$ cat src/rtl/ultrasonic_ctrl.sv
// HC-SR04 ranger controller: trigger pulse, echo timing in 1 us ticks, cm conversion without a divider.
// Result/strobe one clk after the synchronised echo fall (echo path adds 3 clks); no backpressure, start accepted only when idle.
module ultrasonic_ctrl #(
    parameter int TRIG_US      = 10,
    parameter int ECHO_WAIT_US = 30000,
    parameter int ECHO_MAX_US  = 25000,
    parameter int US_PER_CM    = 58
) (
    input  logic       clk,
    input  logic       rst,
    input  logic       tick_1us,
    input  logic       start,
    input  logic       echo,
    output logic       trigger,
    output logic [8:0] distance,
    output logic       done,
    output logic       error,
    output logic       busy
);

    typedef enum logic [1:0] {
        IDLE      = 2'd0,
        TRIG      = 2'd1,
        WAIT_ECHO = 2'd2,
        MEASURE   = 2'd3
    } state_t;

    // A limit is "reached" on the tick that would take the counter up to it.
    localparam logic [14:0] TRIG_LAST = 15'(TRIG_US - 1);
    localparam logic [14:0] WAIT_LAST = 15'(ECHO_WAIT_US - 1);
    localparam logic [14:0] MAX_LAST  = 15'(ECHO_MAX_US - 1);
    localparam logic [5:0]  SUB_LAST  = 6'(US_PER_CM - 1);

    state_t      state;
    state_t      state_nxt;
    logic        echo_m;
    logic        echo_s;
    logic        echo_d;
    logic        echo_rise;
    logic        echo_fall;
    logic [14:0] us_cnt;
    logic [5:0]  sub_cnt;
    logic [8:0]  cm_cnt;
    logic        trig_hit;
    logic        wait_hit;
    logic        max_hit;
    logic        meas_done;
    logic        meas_err;
    logic        wait_err;

    always_ff @(posedge clk or posedge rst) begin
        if (rst) begin
            echo_m <= 1'b0;
            echo_s <= 1'b0;
            echo_d <= 1'b0;
        end else begin
            echo_m <= echo;
            echo_s <= echo_m;
            echo_d <= echo_s;
        end
    end

    assign echo_rise = echo_s & ~echo_d;
    assign echo_fall = ~echo_s & echo_d;

    assign trig_hit = tick_1us && (us_cnt == TRIG_LAST);
    assign wait_hit = tick_1us && (us_cnt == WAIT_LAST);
    assign max_hit  = tick_1us && (us_cnt == MAX_LAST);

    // A falling edge beats a simultaneous echo-max timeout.
    assign meas_done = (state == MEASURE) && echo_fall;
    assign meas_err  = (state == MEASURE) && !echo_fall && echo_s && max_hit;
    assign wait_err  = (state == WAIT_ECHO) && !echo_rise && wait_hit;

    always_ff @(posedge clk or posedge rst) begin
        if (rst) begin
            state <= IDLE;
        end else begin
            state <= state_nxt;
        end
    end

    always_comb begin
        state_nxt = state;
        case (state)
            IDLE: begin
                if (start) begin
                    state_nxt = TRIG;
                end
            end
            TRIG: begin
                if (trig_hit) begin
                    state_nxt = WAIT_ECHO;
                end
            end
            WAIT_ECHO: begin
                if (echo_rise) begin
                    state_nxt = MEASURE;
                end else if (wait_hit) begin
                    state_nxt = IDLE;
                end
            end
            MEASURE: begin
                if (meas_done || meas_err) begin
                    state_nxt = IDLE;
                end
            end
            default: state_nxt = IDLE;
        endcase
    end

    always_comb begin
        trigger = (state == TRIG);
        busy    = (state != IDLE);
    end

    // One counter serves every phase; it restarts whenever the state changes.
    always_ff @(posedge clk or posedge rst) begin
        if (rst) begin
            us_cnt <= '0;
        end else if (state_nxt != state) begin
            us_cnt <= '0;
        end else if (tick_1us && (state != IDLE)) begin
            us_cnt <= us_cnt + 15'd1;
        end
    end

    always_ff @(posedge clk or posedge rst) begin
        if (rst) begin
            sub_cnt <= '0;
            cm_cnt  <= '0;
        end else if ((state == WAIT_ECHO) && echo_rise) begin
            sub_cnt <= '0;
            cm_cnt  <= '0;
        end else if ((state == MEASURE) && tick_1us && echo_s) begin
            if (sub_cnt == SUB_LAST) begin
                sub_cnt <= '0;
                cm_cnt  <= cm_cnt + 9'd1;
            end else begin
                sub_cnt <= sub_cnt + 6'd1;
            end
        end
    end

    always_ff @(posedge clk or posedge rst) begin
        if (rst) begin
            distance <= '0;
            done     <= 1'b0;
            error    <= 1'b0;
        end else begin
            done  <= meas_done;
            error <= wait_err | meas_err;
            if (meas_done) begin
                distance <= cm_cnt;
            end
        end
    end

    a_done_error_exclusive : assert property (@(posedge clk) disable iff (rst) !(done && error));
    a_distance_with_done   : assert property (@(posedge clk) disable iff (rst) (distance != $past(distance)) |-> done);

endmodule

$ cat config.mk
export PLATFORM = sky130hd
export DESIGN_NAME = ultrasonic_ctrl
export DESIGN_NICKNAME = d
export VERILOG_FILES = /design/src/rtl/ultrasonic_ctrl.sv
export SDC_FILE = /design/constraint.sdc
export NUM_CORES = 1
export LEC_CHECK = 0
export BUFFER_PORTS_ARGS = -buffer_cell sky130_fd_sc_hd__buf_4
export CAP_MARGIN = 20
export CORE_ASPECT_RATIO = 0.9
export CORE_UTILIZATION = 30
export CTS_BUF_LIST = sky130_fd_sc_hd__clkbuf_16
export DETAILED_ROUTE_END_ITERATION = 16
export HOLD_SLACK_MARGIN = 0.08
export PLACE_DENSITY_LB_ADDON = 0.25
export SETUP_SLACK_MARGIN = 0.02
export SLEW_MARGIN = 10
export SYNTH_ARGS = -nofsm -noshare
export SYNTH_HDL_FRONTEND = slang
export SYNTH_SLANG_ARGS = --single-unit
$ cat constraint.sdc
create_clock -name clk -period 3.2 [get_ports clk]
set_clock_uncertainty 0.15 [all_clocks]
set_input_delay 0 -clock clk [delete_from_list [all_inputs] [get_ports clk]]
set_output_delay 0 -clock clk [all_outputs]
set_load 0.01 [all_outputs]
==> results.json <==
{
  "p_leak_nw": 1.21,
  "cp.arrival_ns": 2.64,
  "yosys_warnings": 0,
  "io_buffers": 17,
  "required_ns": 3.19,
  "antenna_found_initial": 0,
  "setup_viol": 0,
  "syn_nets": 241,
  "rows": 29,
  "drcViolationCount": 0,
  "grt_use_met2_pct": 18.0,
  "postSynthCellCount": 231,
  "timing.final.crit_period_ns": 2.64,
  "gp_congestion": 0.843,
  "drtIter0Drc": 81,
  "vias": 1662,
  "drt_wl_total_um": 4530,
  "status": "finished clean",
  "cts_setup_buffers": 0,
  "synth_ff_type": "dfrtp_1",
  "critPathBufInv": 0,
  "rsz0062_at_grt": "no",
  "dp_slack_ns": 0.555,
  "final_common_cell": "dfrtp_1",
  "start_util_pct": 31.7,
  "holdWs_ns": 0.107,
  "cts_tree": "yes",
  "ir_drop_uv": 283,
  "clkTransAtPathRegs_ns": 0.07,
  "path_class": "flip-flop to flip-flop",
  "clk_path_buf_depth": 2,
  "synth_area_leaders": "dfrtp_1, nor2_1, xor2_1",
  "avgSynthCellArea_sq_um": 9.85,
  "slowest_delay_ns": 0.70,
  "grt_overflow": 0,
  "dp_hpwl_um": 3090,
  "cp_slowest_cell": "a221oi_4",
  "firstDrtPassIters": 4,
  "insertion_delay_ns": 0.29,
  "synth_top_area_cell": "dfrtp_1",
  "synth-async-reset-ratio_pct": 100,
  "max_freq_mhz": 379,
  "grt_start_max_net_pins": 47,
  "tightest_slew_ns": 0.861,
  "grt_most_used_layer": "met1",
  "grtUsageMet3_pct": 3.26,
  "crit_chain": "or4_4 -> nor4_1 -> nand2_1 -> a221oi_4 -> nor2_1",
  "critPathTopFamily": "simple AND/OR/NAND/NOR gates",
  "grt_use_total_pct": 12.9,
  "die_x_um": 93.8,
  "synth_edf_count": 0,
  "die_h_um": 84.6,
  "ios": 18,
  "die_area_sq_mm": 0.00793,
  "ys_ff_latch": 46,
  "final_net_count": 263,
  "root_buffer": "clkbuf_16",
  "setup_tns_ns": 0,
  "synth_cell_types": 39,
  "netlist_area_sq_mm": 0.00227,
  "cts_sinks": 46,
  "core_area_sq_mm": 0.00718,
  "drv_cap": 0,
  "synth_top_area_share_pct": 50.6,
  "finalHoldViolations": 0,
  "crit_fanout": 15,
  "hold_path.class": "input pin to async pin",
  "fin_ws_ns": 0.559,
  "hold_buffers": 4,
  "cp-end-kind": "flip-flop",
  "wl_per_cell_um": 13.1,
  "ys_seq_area_share_pct": 50.6,
  "antenna_cells": 0,
  "p_per_area_mw_per_mm2": 564,
  "period_share_pct": 82.5,
  "met1_usage_pct": 19.6,
  "cp-start-kind": "flip-flop",
  "layout_common_cells": "dfrtp_1, nor2_1, nand2_1",
  "ctsHtreeMaxLevel": 2,
  "maxSlewHeadroom_pct": 42.0,
  "syn_to_final_growth_pct": 18.5,
  "grt_pass1_wl_um": 7980,
  "via_per_inst": 4.79,
  "numCtsBuffers": 5,
  "cts_resized": 0,
  "grt_pass1_vias": 1573,
  "final-max-slew-violation-count": 0,
  "finalPower_mw": 1.52,
  "drive_gt1_share_pct": 16.9,
  "antenna_left": 0
}
-- area by class of cell --
class	count	area (sq um)
clock buffer	5	125
timing repair buffer	23	195
inverter	9	33.8
multi-input combinational	168	1050
tap	93	116
sequential	46	1150
fill	737	4490
clock inverter	3	25.0
-- metal layers --
layer,share of wire (%),up-vias
met4,1.1,0
met2,41,37
met3,4.3,4
met1,54,781
met5,0,-
li1,-,840
-- final timing paths --
kind                       startpoint        end  slack [ns]  cells after the start
setup / recovery            us_cnt[9]  us_cnt[0]        0.56                      5
hold / removal                    rst       done        0.11                      3
setup reg to reg            us_cnt[9]  us_cnt[0]        0.56                      5
hold reg to reg                echo_m     echo_s        0.20                      0
max in group asynchronous         rst   state[1]        2.29                      4
min in group clk               echo_m     echo_s        0.20                      0
-- flip-flops by register name (all words and copies together), names as in the netlist, 2 cells and up --
name and cells:
cm_cnt 9, distance 9, state 2, sub_cnt 6
us_cnt 15
-- logic make-up after synthesis --
kind of cell | share of synthesized area [%]
xor+xnor | 8.09
flops | 50.6
simple gates | 23.7
fa+ha+maj | 2.75
buf+inv | 3.58
compound gates | 8.36
mux | 2.92
-- cells in the mapped netlist, types with 2 or more instances --
library cell	instances
a311oi_1	2
inv_1	9
o21ai_0	9
a211oi_1	2
a31oi_1	2
nand4_1	5
or2_2	2
a21oi_1	8
or3_1	2
nor2_1	35
mux2_2	5
xnor2_1	8
dfrtp_1	46
clkbuf_1	6
ha_1	5
and2b_2	3
and2_1	3
nor3_1	8
nand3_1	13
xor2_1	13
nand2_1	22
nor4_1	6
-- where the power goes --
part	total [mW]	internal (mW)	leakage, nW	switching, mW
sequential	0.703	0.630	0.623	0.0732
combinational	0.284	0.124	0.520	0.161
clock	0.534	0.294	0.0704	0.240
-- through the flow --
stage	util [%]	std cells	area, sq um
2_1_floorplan	-	231	2270
3_3_place_gp	34.6	334	2480
3_5_place_dp	34.6	334	2480
4_1_cts	37.2	346	2680
5_1_grt	37.5	347	2700
6_report	37.5	347	2700
-- tightest hold or removal path, delay by kind of cell --
| kind | cells | cell delay [ns] |
|---|---|---|
| buffers and inverters | 3 | 0.97 |
No activity file was read; power rests on OpenSTA's default activity.
